$ cat src/rtl/exe_pkg.sv
// Shared EXE-stage definitions: ALU command encodings, the MUL sequencer
// state enum and the bit positions inside the {N,Z,C,V} status word.
package exe_pkg;

    localparam logic [3:0] EXE_NOP = 4'b0000;
    localparam logic [3:0] EXE_ADD = 4'b0010;

    localparam int N_BIT = 3;
    localparam int Z_BIT = 2;
    localparam int C_BIT = 1;
    localparam int V_BIT = 0;

    typedef enum logic [1:0] {
        ST_IDLE = 2'd0,
        ST_RUN  = 2'd1,
        ST_DONE = 2'd2
    } mul_state_t;

endpackage

$ cat src/rtl/mul_shift_regs.sv
// Multiplicand/multiplier shift registers and iteration counter for the
// shift-and-add multiply loop. Loaded at issue, advanced once per step.
module mul_shift_regs
    import exe_pkg::*;
#(
    parameter int WIDTH = 32,
    parameter int CNT_W = 6
) (
    input  logic             clk,
    input  logic             rst,
    input  logic             load,
    input  logic             step,
    input  logic [WIDTH-1:0] op_a,
    input  logic [WIDTH-1:0] op_b,
    output logic [WIDTH-1:0] mcand,
    output logic [WIDTH-1:0] mplr,
    output logic [CNT_W-1:0] cnt
);

    always_ff @(posedge clk or posedge rst) begin
        if (rst) begin
            mcand <= '0;
            mplr  <= '0;
            cnt   <= '0;
        end else if (load) begin
            mcand <= op_a;
            mplr  <= op_b;
            cnt   <= '0;
        end else if (step) begin
            mcand <= mcand << 1;
            mplr  <= mplr >> 1;
            cnt   <= cnt + 1'b1;
        end
    end

endmodule

$ cat src/rtl/exe_mul_sequencer.sv
// Multi-cycle MUL/MLA controller: borrows the shared EXE ALU for a
// shift-and-add loop, stalls the pipeline meanwhile, optionally updates N/Z.
module exe_mul_sequencer
    import exe_pkg::*;
#(
    parameter int WIDTH = 32,
    parameter int CNT_W = 6
) (
    input  logic             clk,
    input  logic             rst,
    input  logic             start,
    input  logic             accumulate,
    input  logic             set_flags,
    input  logic [WIDTH-1:0] op_a,
    input  logic [WIDTH-1:0] op_b,
    input  logic [WIDTH-1:0] op_acc,
    input  logic             abort,
    input  logic [3:0]       nzcv_in,
    input  logic [WIDTH-1:0] alu_result,
    output logic             alu_own,
    output logic [3:0]       alu_cmd,
    output logic [WIDTH-1:0] alu_inp1,
    output logic [WIDTH-1:0] alu_inp2,
    output logic             alu_carry,
    output logic             stall,
    output logic             done,
    output logic [WIDTH-1:0] result,
    output logic             flags_we,
    output logic [3:0]       nzcv_out
);

    localparam logic [CNT_W-1:0] CNT_MAX = CNT_W'(WIDTH);

    mul_state_t state, state_nxt;

    logic [WIDTH-1:0] mcand, mplr, acc, result_q;
    logic [CNT_W-1:0] cnt;
    logic [1:0]       cv;
    logic [3:0]       nzcv_q, nzcv_fin;
    logic             sflag, load, step, commit, finish;
    logic             unused_nz;

    assign unused_nz = nzcv_in[N_BIT] ^ nzcv_in[Z_BIT];

    mul_shift_regs #(
        .WIDTH(WIDTH),
        .CNT_W(CNT_W)
    ) u_shift (
        .clk  (clk),
        .rst  (rst),
        .load (load),
        .step (step),
        .op_a (op_a),
        .op_b (op_b),
        .mcand(mcand),
        .mplr (mplr),
        .cnt  (cnt)
    );

    // Loop ends early once no multiplier bits remain.
    assign finish = (mplr == '0) || (cnt == CNT_MAX);

    always_ff @(posedge clk or posedge rst) begin
        if (rst) begin
            state <= ST_IDLE;
        end else begin
            state <= state_nxt;
        end
    end

    always_comb begin
        state_nxt = state;
        load      = 1'b0;
        step      = 1'b0;
        commit    = 1'b0;
        alu_own   = 1'b0;
        stall     = 1'b0;
        case (state)
            ST_IDLE: begin
                if (start) begin
                    load      = 1'b1;
                    stall     = 1'b1;
                    state_nxt = ST_RUN;
                end
            end
            ST_RUN: begin
                alu_own = 1'b1;
                stall   = 1'b1;
                if (abort) begin
                    state_nxt = ST_IDLE;
                end else if (finish) begin
                    state_nxt = ST_DONE;
                end else begin
                    step = 1'b1;
                end
            end
            ST_DONE: begin
                stall     = 1'b1;
                state_nxt = ST_IDLE;
                if (!abort) begin
                    commit = 1'b1;
                end
            end
            default: begin
                state_nxt = ST_IDLE;
            end
        endcase
    end

    always_ff @(posedge clk or posedge rst) begin
        if (rst) begin
            acc   <= '0;
            sflag <= 1'b0;
            cv    <= 2'b00;
        end else if (load) begin
            acc   <= accumulate ? op_acc : '0;
            sflag <= set_flags;
            cv    <= {nzcv_in[C_BIT], nzcv_in[V_BIT]};
        end else if (step && mplr[0]) begin
            acc <= alu_result;
        end
    end

    always_comb begin
        nzcv_fin        = 4'b0000;
        nzcv_fin[N_BIT] = acc[WIDTH-1];
        nzcv_fin[Z_BIT] = (acc == '0);
        nzcv_fin[C_BIT] = cv[1];
        nzcv_fin[V_BIT] = cv[0];
    end

    always_ff @(posedge clk or posedge rst) begin
        if (rst) begin
            result_q <= '0;
            nzcv_q   <= 4'b0000;
        end else if (commit) begin
            result_q <= acc;
            nzcv_q   <= nzcv_fin;
        end
    end

    // Bypass the final value during the done pulse so result is valid with done.
    assign result    = commit ? acc : result_q;
    assign nzcv_out  = commit ? nzcv_fin : nzcv_q;
    assign done      = commit;
    assign flags_we  = commit & sflag;
    assign alu_cmd   = alu_own ? EXE_ADD : EXE_NOP;
    assign alu_inp1  = acc;
    assign alu_inp2  = mcand;
    assign alu_carry = 1'b0;

endmodule

$ cat config.mk
export PLATFORM = sky130hd
export DESIGN_NAME = exe_mul_sequencer
export DESIGN_NICKNAME = d
export VERILOG_FILES = /design/src/rtl/exe_pkg.sv /design/src/rtl/mul_shift_regs.sv /design/src/rtl/exe_mul_sequencer.sv
export SDC_FILE = /design/constraint.sdc
export NUM_CORES = 1
export LEC_CHECK = 0
export ABC_AREA = 1
export BUFFER_PORTS_ARGS = -buffer_cell sky130_fd_sc_hd__buf_2
export CAP_MARGIN = 30
export CORE_MARGIN = 5
export CORE_UTILIZATION = 25
export DETAILED_ROUTE_END_ITERATION = 7
export SLEW_MARGIN = 20
export SYNTH_ARGS = -nofsm -noshare
export SYNTH_HDL_FRONTEND = slang
export SYNTH_SLANG_ARGS = --single-unit
$ cat constraint.sdc
create_clock -name clk -period 8 [get_ports clk]
set_input_delay 0.4 -clock clk [delete_from_list [all_inputs] [get_ports clk]]
set_output_delay 0.4 -clock clk [all_outputs]
set_load 0.1 [all_outputs]
Yosys cells after proc, flatten, opt, wreduce, memory -nomap -nowiden
Index checks and enable logic that the tools add are counted.
- bits in registers: 143
- logic and storage cells: 50
- output and inout port bits: 109
- bits of input ports: 138
- reduce and logical (&&, ||, !) cells: 9
- equal/unequal tests: 5
- multiplexer cells: 25
- bitwise gates (word level): 1
- add/sub/neg operators: 1
- operator list (operator ; number):
    $mux W32 ; 8
    $logic_not A32 Y1 ; 2
    $mux W6 ; 2
    $mux W1 ; 8
    $mux W2 ; 4
    $add A6 B1 Y6 const B ; 1
    $eq A6 B6 Y1 const B ; 1
    $mux W4 ; 1
    $pmux W2 S2 ; 1
    $reduce_bool A2 Y1 ; 2
    $ne A3 B3 Y1 const B ; 1
    $eq A2 B1 Y1 const B ; 1
    $eq A2 B2 Y1 const B ; 1
    $logic_not A2 Y1 ; 1
    $ne A2 B2 Y1 const B ; 1
    $pmux W1 S2 ; 1
    $reduce_and A2 Y1 ; 1
    $reduce_or A2 Y1 ; 1
    $and A1 B1 Y1 ; 1
    $logic_and A1 B1 Y1 ; 1
    $logic_or A1 B1 Y1 ; 1

Longest topological paths before layout
Gate-level depths: netlist of the first run.
- depth in word-level cells: 8
- depth in mapped cells: 10
- mapped depth without buffers: 9

By module
A second synthesis of the first run with hierarchy kept.
- cells, all modules: 830
- area total of the unflattened synthesis: 6713.9 µm²
- by module, submodules not included (module ; area each (µm²) ; cells each ; times used ; seq. area each (µm²)):
    exe_mul_sequencer ; 3703.6 ; 506 ; 1 ; 1826.8
    mul_shift_regs ; 3010.4 ; 324 ; 1 ; 1751.7

Least setup slack after synthesis of the first run
OpenSTA, ideal clock, no wires.
- kind: reg-to-output
- start point: register acc[16] (netlist: alu_inp1[16])
- end point: output port nzcv_out[2]
- stages on the path, launching flop included: 4
- path buffers: 0
- data required time: 7.600 ns
- slack: 4.210 ns
- arrival: 3.390 ns
- cell sequence: dfrtp_1 nor4_1 nand4_1 o21ai_0
- cells in the longest elaborated chain, start to end: 2
- RTL lines (item ; line ; text):
    from (decl) ; exe_mul_sequencer.sv:36 ; logic [WIDTH-1:0] mcand, mplr, acc, result_q;
    from (signal assigned) ; exe_mul_sequencer.sv:116 ; acc <= accumulate ? op_acc : '0;
    from (signal assigned) ; exe_mul_sequencer.sv:120 ; acc <= alu_result;
    $logic_not A32 Y1 ; exe_mul_sequencer.sv:127 ; nzcv_fin[Z_BIT] = (acc == '0);
    $mux W4 ; exe_mul_sequencer.sv:144 ; assign nzcv_out = commit ? nzcv_fin : nzcv_q;
    to (decl) ; exe_mul_sequencer.sv:29 ; output logic [3:0] nzcv_out
Every way passes these cells.

Worst setup path in the final report of the first run
- start point: register state[0]
- end point: output port nzcv_out[3]
- cells in the longest elaborated chain, start to end: 3
- RTL lines (item ; line ; text):
    from (decl) ; exe_mul_sequencer.sv:34 ; mul_state_t state, state_nxt;
    from (signal assigned) ; exe_mul_sequencer.sv:67 ; state <= state_nxt;
    $eq A2 B2 Y1 ; exe_mul_sequencer.sv:78 ; case (state)
    $mux W1 ; exe_mul_sequencer.sv:78 ;
    $mux W4 ; exe_mul_sequencer.sv:144 ;
Every way passes these cells.

==> results of run 1 <==
state kept, by name (all words and copies together) (netlist names):
register / count
alu_inp1: 32
state: 2
u_shift.mplr: 32
u_shift.cnt: 6
result_q: 32
cv: 2
u_shift.mcand: 32
nzcv_q: 4
sflag: 1
logic make-up after synthesis:
group | after synthesis
DFF | 143
xor gates and xnor gates | 4
other | 1
buffers and inverters | 106
adders and majority gates | 7
AOI/OAI and AO/OA | 55
and+or+nand+nor | 581
area by class of cell:
type                            instances  share of cell area [%]
Clock buffer                           19                    4.83
Clock inverter                         13                    1.67
Inverter                               31                    1.32
Multi-Input combinational cell        651                    33.5
Sequential cell                       143                    39.0
Tap cell                              378                    5.16
Timing Repair Buffer                  251                    14.4
worst max-delay path, cell delays in order, from the launching register on:
cell and delay (ns):
dfrtp_1 0.39, inv_1 0.10, ha_1 0.21, nand2_2 0.06, buf_4 0.46, clkinv_1 0.69
nand2_1 0.32, nand2_1 0.12, buf_2 0.31
Yosys cell counts (all sizes together), types with 3 or more instances:
library cell / count / area share (%)
nand2: 267 / 14
dfrtp: 143 / 51
ha: 7 / 1.2
xor2: 4 / 0.50
clkbuf: 49 / 2.6
nand3: 203 / 14
nor4: 3 / 0.27
buf: 26 / 2.0
nor2: 37 / 2.1
nand4: 68 / 6.0
inv: 30 / 1.6
o21ai: 55 / 4.1
metrics by stage:
stage,hold slack [ns],cells,setup WS (ns)
2_1_floorplan,0.449,900,3.76
4_1_cts,0.0722,1485,4.46
3_5_place_dp,0.461,1453,4.92
3_3_place_gp,0.456,1452,4.95
5_1_grt,0.105,1486,4.26
6_report,0.0593,1486,4.52
final timing paths:
| kind | start | endpoint | slack, ns | cells past startpoint |
|---|---|---|---|---|
| worst min-delay path | rst | u_shift.mcand[14]$_DFFE_PP0P_ | 0.06 | 2 |
| worst min register to register | result_q[11]$_DFF_PP0_ | result_q[11]$_DFF_PP0_ | 0.47 | 2 |
| worst max register to register | state[1]$_DFFE_PP0P_ | alu_inp1[8]$_DFFE_PP0P_ | 5.24 | 9 |
| worst max-delay path | state[0]$_DFFE_PP0P_ | nzcv_out[3] | 4.52 | 8 |
| min in group clk | nzcv_in[0] | cv[0]$_DFFE_PP0P_ | 0.19 | 3 |
| max in group asynchronous | rst | alu_inp1[27]$_DFFE_PP0P_ | 6.81 | 4 |
routing by layer:
metal | global-route usage [%] | wire length, µm | vias up
li1 | - | - | 3428
met1 | 20.1 | 10700 | 3348
met2 | 22.9 | 10600 | 270
met3 | 3.71 | 1980 | 19
met4 | 4.06 | 193 | 4
met5 | 0 | 25 | -
==> Implementation_results.wiki, run 1 <==
{| class="wikitable"
! Metric !! Value
|-
| Result of the run || finished clean
|-
| Share of async-settable or async-resettable flops after synthesis || 100%
|-
| Core region area || 0.0279 mm²
|-
| Seq/Total Area, Yosys || 50.7%
|-
| Via count || 7069
|-
| Final cycle utilization of the critical path || 43.5%
|-
| Count of cell types in the netlist || 23
|-
| Die width || 178 µm
|-
| Std-Cell Rows || 61
|-
| Clock Path Buffers || 2
|-
| Pre-Repair DR Iteration Count || 5
|-
| Highest clock rate || 288 MHz
|-
| Final cell area excluding filler cells || 0.00917 mm²
|-
| Wire length after detailed routing || 23500 µm
|-
| Unrepaired setup endpoints after global routing || false
|-
| Most frequent standard cell in the layout excluding fill and tap cells || nand2_1
|-
| Summed instance area of the synthesized netlist || 0.00706 mm²
|-
| Largest family of logic cells by synthesized area || simple AND/OR/NAND/NOR gates
|-
| Endpoint class of the critical path || output pin
|-
| Syn. warnings || 0
|-
| Number of hold violations in the final report || 0
|-
| Vias in the first global route || 6869
|-
| Synth Area in Compound Gates || 4.06%
|-
| Wire length of the first global-routing pass || 37400 µm
|-
| Arrival time of data at the critical path endpoint || 3.08 ns
|-
| Maximum number of pins on one net before global-route repair || 111
|-
| Final estimated routing congestion in global placement || 0.784
|-
| Clock network latency to the later pin of the worst-skew pair || 0.41 ns
|-
| Worst-margin pin slew || 0.849 ns
|-
| Area added between synthesis and finish || 29.8%
|-
| Wire length per cell || 15.8 µm
|-
| Overall routing resource usage || 14.6%
|-
| Die ar. || 0.0317 mm²
|-
| Clock tree from TritonCTS || done
|-
| Number of clock sinks || 143
|-
| Number of flops mapped to enable cells by yosys || 0
|-
| Max Slew Vio Count || 0
|-
| Chip Height || 178 µm
|-
| Root buf cell || clkbuf_16
|-
| Synthesized instance count || 897
|-
| Class of the worst hold path || primary input to asynchronous set/reset pin
|-
| Multiplexer fraction of the synthesized cell area || 0%
|-
| Worst clock skew || 0.0127 ns
|-
| Share of cells above drive strength 1 || 26.3%
|-
| Final TNS setup || 0 ns
|-
| Synthesized area per cell || 7.87 µm²
|-
| Antenna Diode Count || 0
|-
| Antenna Nets Post-Route || 0
|-
| Xor/xnor cell area share of the yosys netlist || 0.496%
|-
| Fill cell count || 2990
|-
| Kind of start point of the critical path || flip-flop
|-
| Quantity of I/O buffers inserted on ports || 240
|-
| Most frequent cells in the layout || 263 x nand2_1, 240 x buf_2, 203 x nand3_1, 143 x dfrtp_1, 68 x nand4_1
|-
| Io pins || 247
|-
| Number of clock buffers inserted by TritonCTS || 17
|-
| Area taken by flip-flops and latches || 0.00358 mm²
|-
| Final worst path period need || 3.48 ns
|-
| Area share of fa/ha/maj cells after synthesis || 1.24%
|-
| Required time of the critical path || 7.60 ns
|-
| Clock transition time at the flip-flop clock pins of the worst setup and hold paths || 0.07 ns
|-
| Post-CTS Setup Repair Bufs || 0
|-
| Vias/cell || 4.76
|-
| Number of remaining DRC errors || 0
|-
| Worst-path maximum fanout || 54
|-
| Kind of critical path || flip-flop to output pin
|-
| Initial detailed-routing violation count || 461
|-
| Cts repair resizes || 0
|-
| Multi-input logic area || 0.00307 mm²
|-
| Fin nets || 1240
|-
| Residual overflow from global routing || 0
|-
| Effective utilization at floorplan || 25.4%
|-
| Worst slew margin relative to its limit || 43.2%
|-
| Level count of the clock H-tree || 4
|-
| Max Cap Viol || 0
|-
| Synth Register Bits || 143
|-
| Post-Synth Simple-Gate Area || 37.3%
|-
| Final core occ || 32.9%
|-
| Number of buffers inserted for hold repair after clock tree synthesis || 0
|-
| Detailed Place HPWL || 15700 µm
|-
| Synth Flop Type || dfrtp_1
|-
| Antenna violations before repair || 2
|-
| Total cell area at the placement stage || 0.00854 mm²
|-
| Total of endpoints with negative setup slack in the final report || 0
|}
Power of run 1 is not shown: default switching activity piles up to over one toggle a cycle in this logic, so the estimate is an artifact.
==> run 2: changes to the inputs <==
==> constraint.sdc (replaced) <==
create_clock -name clk -period 3.6 [get_ports clk]
set_input_delay 0.18 -clock clk [delete_from_list [all_inputs] [get_ports clk]]
set_output_delay 0.18 -clock clk [all_outputs]
set_load 0.1 [all_outputs]
==> run 2 against run 1 <==
Final cell count increased by 4.2%. Critical endpoint unchanged. Core utilization grew 2.2 points. Worst setup slack lost 3.7 ns. Clock-buffer cell count decreased by 1. Non-clock buffer count increased by 63. First-iteration DRC count shrank 4.1%. Via count increased by 2.7%.
==> Implementation_results.wiki, run 2 (synthesis gave the netlist of run 1 again) <==
{| class="wikitable"
! Metric !! Value
|-
| Result of the run || finished clean
|-
| Std-Cell Rows || 61 (unchanged)
|-
| Most frequent standard cell in the layout excluding fill and tap cells || nand2_1
|-
| Worst-margin pin slew || 0.855 ns (+0.00650 ns)
|-
| Wire length per cell || 15.1 µm (-4.1%)
|-
| Required time of the critical path || 3.42 ns (-4.18 ns)
|-
| Chip Height || 178 µm (unchanged)
|-
| Wire length of the first global-routing pass || 37500 µm (+0.22%)
|-
| Clock tree from TritonCTS || done
|-
| Detailed Place HPWL || 15000 µm (-4.1%)
|-
| Final TNS setup || 0 ns (unchanged)
|-
| Overall routing resource usage || 14.5% (-0.083 points)
|-
| Core region area || 0.0279 mm² (unchanged)
|-
| Clock Path Buffers || 2 (unchanged)
|-
| Via count || 7260 (+2.7%)
|-
| Io pins || 247 (unchanged)
|-
| Effective utilization at floorplan || 25.4% (unchanged)
|-
| Worst slew margin relative to its limit || 43.0% (-0.23 points)
|-
| Share of cells above drive strength 1 || 24.7% (-1.6 points)
|-
| Residual overflow from global routing || 0 (unchanged)
|-
| Number of clock buffers inserted by TritonCTS || 17 (unchanged)
|-
| Antenna Diode Count || 0 (unchanged)
|-
| Level count of the clock H-tree || 4 (unchanged)
|-
| Clock network latency to the later pin of the worst-skew pair || 0.41 ns (about the same)
|-
| Class of the worst hold path || primary input to asynchronous set/reset pin
|-
| Kind of critical path || flip-flop to output pin
|-
| Number of clock sinks || 143 (unchanged)
|-
| Maximum number of pins on one net before global-route repair || 201 (+81%)
|-
| Area added between synthesis and finish || 38.5%
|-
| Die ar. || 0.0317 mm² (unchanged)
|-
| Worst clock skew || 0.0123 ns (-0.000374 ns)
|-
| Fin nets || 1303 (+5.1%)
|-
| Vias/cell || 4.69 (-1.5%)
|-
| Final cycle utilization of the critical path || 78.0%
|-
| Root buf cell || clkbuf_16
|-
| Quantity of I/O buffers inserted on ports || 240 (unchanged)
|-
| Pre-Repair DR Iteration Count || 5 (unchanged)
|-
| Max Slew Vio Count || 0 (unchanged)
|-
| Worst-path maximum fanout || 19 (-65%)
|-
| Initial detailed-routing violation count || 442 (-4.1%)
|-
| Final core occ || 35.1% (+2.2 points)
|-
| Antenna Nets Post-Route || 0 (unchanged)
|-
| Max Cap Viol || 0 (unchanged)
|-
| Highest clock rate || 356 MHz
|-
| Total of endpoints with negative setup slack in the final report || 0 (unchanged)
|-
| Final estimated routing congestion in global placement || 0.756 (-3.6%)
|-
| Hold slack final || 0.00711 ns (-0.0522 ns)
|-
| Die width || 178 µm (unchanged)
|-
| Number of hold violations in the final report || 0 (unchanged)
|-
| Unrepaired setup endpoints after global routing || false
|-
| Wire length after detailed routing || 23500 µm (about the same)
|-
| Final worst path period need || 2.81 ns
|-
| Vias in the first global route || 7191 (+4.7%)
|-
| Antenna violations before repair || 2 (unchanged)
|-
| Arrival time of data at the critical path endpoint || 2.63 ns (-0.45 ns)
|-
| Endpoint class of the critical path || output pin
|-
| Most frequent cells in the layout || 263 x nand2_1, 240 x buf_2, 203 x nand3_1, 143 x dfrtp_1, 68 x nand4_1
|-
| Number of remaining DRC errors || 0 (unchanged)
|-
| Post-CTS Setup Repair Bufs || 0 (unchanged)
|-
| Clock transition time at the flip-flop clock pins of the worst setup and hold paths || 0.07 ns (about the same)
|-
| Kind of start point of the critical path || flip-flop
|}
[run 2: worst paths after layout]
| path | depth (start not counted) | slack [ns] | startpoint | end |
|---|---|---|---|---|
| setup / recovery | 7 | 0.79 | state[0]$_DFFE_PP0P_ | nzcv_out[3] |
| hold / removal | 3 | 0.007 | rst | u_shift.mcand[16]$_DFFE_PP0P_ |
| setup reg to reg | 7 | 1.22 | state[0]$_DFFE_PP0P_ | alu_inp1[19]$_DFFE_PP0P_ |
| hold reg to reg | 2 | 0.47 | nzcv_q[1]$_DFF_PP0_ | nzcv_q[1]$_DFF_PP0_ |
| max in group asynchronous | 3 | 3.01 | rst | u_shift.cnt[1]$_DFFE_PP0P_ |
| min in group clk | 3 | 0.02 | op_b[19] | u_shift.mplr[19]$_DFFE_PP0P_ |
[run 2: timing repair]
action,in CTS,in global routing
resized for setup,0,0
hold buffers,66,0
endpoints found under the hold margin,66,0
[run 2: area by class of cell]
type | count | area (µm²)
multi-input cells | 651 | 3070
clock buffers | 18 | 439
repair buffers | 314 | 1950
flip-flops and latches | 143 | 3580
well taps | 378 | 473
clock inverters | 14 | 149
inverters | 31 | 120
fillers | 2899 | 18100
[run 2: critical path: stages, from the launching register on]
cell and delay (ns):
dfrtp_1 0.41, inv_1 0.10, ha_1 0.21, nand2_2 0.24, clkinv_1 0.60, nand2_1 0.25, nand2_1 0.09, buf_2 0.30
[run 2: per-layer routing]
layer	track usage, %	vias up	share of wire, %
met5	0	-	0.11
met4	2.74	4	0.84
met3	4.05	20	7.3
met2	24.6	251	48
met1	18.8	3442	44
li1	-	3543	-
[run 2: through the flow]
step                      instance area, µm²  std cells  worst slack, ns
after floorplan                         7080        900          0.00839
after global placement                  8530       1451             1.25
after detailed placement                8530       1451             1.20
after CTS                               9780       1549            0.728
after global routing                    9780       1549            0.529
final                                   9780       1549            0.793
Power of run 2 is left out for the same reason.
==> run 3: changes to the inputs <==
==> constraint.sdc (replaced) <==
create_clock -name clk -period 2.8 [get_ports clk]
set_input_delay 0.14 -clock clk [delete_from_list [all_inputs] [get_ports clk]]
set_output_delay 0.14 -clock clk [all_outputs]
set_load 0.1 [all_outputs]
==> run 3 against run 2 <==
Register-to-register slack lost 0.54 ns. Global-route usage increased by 0.49 points. Clock-buffer cell count unchanged. Final cell count grew 0.45%. Routed wire length increased by 1.1%. Clock skew grew 0.0027 ns. Sequential cell count did not move. First-iteration DRC count is 0.68% lower. Cell area rose by 1.3%. Non-clock buffer count increased by 7. Via count is 0.44% higher.
==> Implementation_results.wiki, run 3 (synthesis gave the netlist of run 1 again) <==
{| class="wikitable"
! Metric !! Value
|-
| Most frequent cells in the layout || 263 x nand2_1, 238 x buf_2, 203 x nand3_1, 143 x dfrtp_1
|-
| Core region area || 0.0279 mm² (unchanged)
|-
| Maximum number of pins on one net before global-route repair || 144 (-28%)
|-
| Worst-margin pin slew || 0.802 ns (-0.0528 ns)
|-
| Residual overflow from global routing || 0 (unchanged)
|-
| Overall routing resource usage || 15.0% (+0.49 points)
|-
| Vias in the first global route || 7183 (-0.11%)
|-
| Final cell area excluding filler cells || 0.00991 mm² (+1.3%)
|-
| Worst-path maximum fanout || 40 (+21)
|-
| Via count || 7292 (+0.44%)
|-
| Final worst path period need || 2.48 ns
|-
| Die width || 178 µm (unchanged)
|-
| Max Slew Vio Count || 0 (unchanged)
|-
| Antenna violations before repair || 1 (-1)
|-
| Wire length after detailed routing || 23700 µm (+1.1%)
|-
| Number of remaining DRC errors || 0 (unchanged)
|-
| Number of clock buffers inserted by TritonCTS || 17 (unchanged)
|-
| Area added between synthesis and finish || 40.3%
|-
| Reg2Reg Setup Slack || 0.68 ns (-0.54 ns)
|-
| Worst clock skew || 0.0150 ns (+0.00271 ns)
|-
| Share of cells above drive strength 1 || 25.0% (+0.36 points)
|-
| Final estimated routing congestion in global placement || 0.761 (+0.63%)
|-
| Die ar. || 0.0317 mm² (unchanged)
|-
| Chip Height || 178 µm (unchanged)
|-
| Total of endpoints with negative setup slack in the final report || 0 (unchanged)
|-
| Pre-Repair DR Iteration Count || 5 (unchanged)
|-
| Kind of critical path || flip-flop to output pin
|-
| Number of hold violations in the final report || 0 (unchanged)
|-
| Vias/cell || 4.69 (about the same)
|-
| Endpoint class of the critical path || output pin
|-
| Wire length per cell || 15.2 µm (+0.67%)
|-
| Io pins || 247 (unchanged)
|-
| Clock network latency to the later pin of the worst-skew pair || 0.42 ns (about the same)
|-
| Result of the run || finished clean
|-
| Arrival time of data at the critical path endpoint || 2.34 ns (-0.29 ns)
|-
| Total cell area at the placement stage || 0.00862 mm² (+0.98%)
|-
| Level count of the clock H-tree || 4 (unchanged)
|-
| Std-Cell Rows || 61 (unchanged)
|-
| Kind of start point of the critical path || flip-flop
|-
| Initial detailed-routing violation count || 439 (-0.68%)
|-
| Clock tree from TritonCTS || done
|-
| Final cycle utilization of the critical path || 88.7%
|-
| Max Cap Viol || 0 (unchanged)
|-
| Quantity of I/O buffers inserted on ports || 240 (unchanged)
|-
| Clock Path Buffers || 2 (unchanged)
|-
| Effective utilization at floorplan || 25.4% (unchanged)
|-
| Detailed Place HPWL || 15400 µm (+2.9%)
|-
| Wire length of the first global-routing pass || 38400 µm (+2.4%)
|-
| Post-CTS Setup Repair Bufs || 0 (unchanged)
|-
| Required time of the critical path || 2.66 ns (-0.76 ns)
|-
| Unrepaired setup endpoints after global routing || false
|-
| Most frequent standard cell in the layout excluding fill and tap cells || nand2_1
|-
| Class of the worst hold path || primary input to flip-flop
|-
| Worst slew margin relative to its limit || 46.5% (+3.5 points)
|-
| Antenna Diode Count || 0 (unchanged)
|-
| Hold slack final || 0.0616 ns (+0.0545 ns)
|-
| Worst slack at placement || 0.626 ns (-0.569 ns)
|-
| Root buf cell || clkbuf_16
|-
| Final TNS setup || 0 ns (unchanged)
|-
| Clock transition time at the flip-flop clock pins of the worst setup and hold paths || 0.06 ns (about the same)
|-
| Highest clock rate || 403 MHz
|-
| Antenna Nets Post-Route || 0 (unchanged)
|-
| Min setup slack post-route || 0.317 ns (-0.476 ns)
|-
| Number of clock sinks || 143 (unchanged)
|-
| Fin nets || 1310 (+0.54%)
|}
[run 3: layout make-up]
type	count	area, µm²
fill	2911	18000
sequential	143	3580
multi-input combinational	651	3080
timing repair buffer	321	2050
tap	378	473
clock buffer	18	429
clock inverter	14	178
inverter	31	124
[run 3: critical path: stages (launching register included)]
cell	delay (ns)
dfrtp_1	0.39
inv_1	0.10
ha_1	0.21
nand2_2	0.11
buf_4	0.35
nand2_1	0.09
o21ai_0	0.16
buf_2	0.50
[run 3: repair_timing]
item                                    CTS  global route
endpoints found under the hold margin    74             0
hold buffers                             68             0
gates resized for setup                   0             1
endpoints found under the setup margin    0             5
[run 3: worst paths after layout]
path,startpoint,end,cells past startpoint
min in group asynchronous,rst,u_shift.mcand[13]$_DFFE_PP0P_,4
hold / removal,alu_result[8],alu_inp1[8]$_DFFE_PP0P_,5
setup reg to reg,state[0]$_DFFE_PP0P_,alu_inp1[14]$_DFFE_PP0P_,7
hold reg to reg,result_q[28]$_DFF_PP0_,result_q[28]$_DFF_PP0_,2
max in group asynchronous,rst,u_shift.mcand[1]$_DFFE_PP0P_,4
setup / recovery,state[0]$_DFFE_PP0P_,result[10],7
[run 3: per-layer routing]
layer / track usage [%] / vias to the layer above / part of all wire (%)
li1: - / 3562 / -
met1: 19.5 / 3467 / 45
met2: 25.2 / 246 / 47
met3: 4.26 / 15 / 7.2
met4: 2.96 / 2 / 0.78
met5: 0 / - / 0.055
[run 3: stage by stage]
stage	cells	util, %
global placement	1456	30.9
finish	1556	35.6
floorplan	900	-
CTS	1556	35.5
global route	1556	35.6
detailed placement	1456	30.9
Power of run 3 is left out for the same reason.
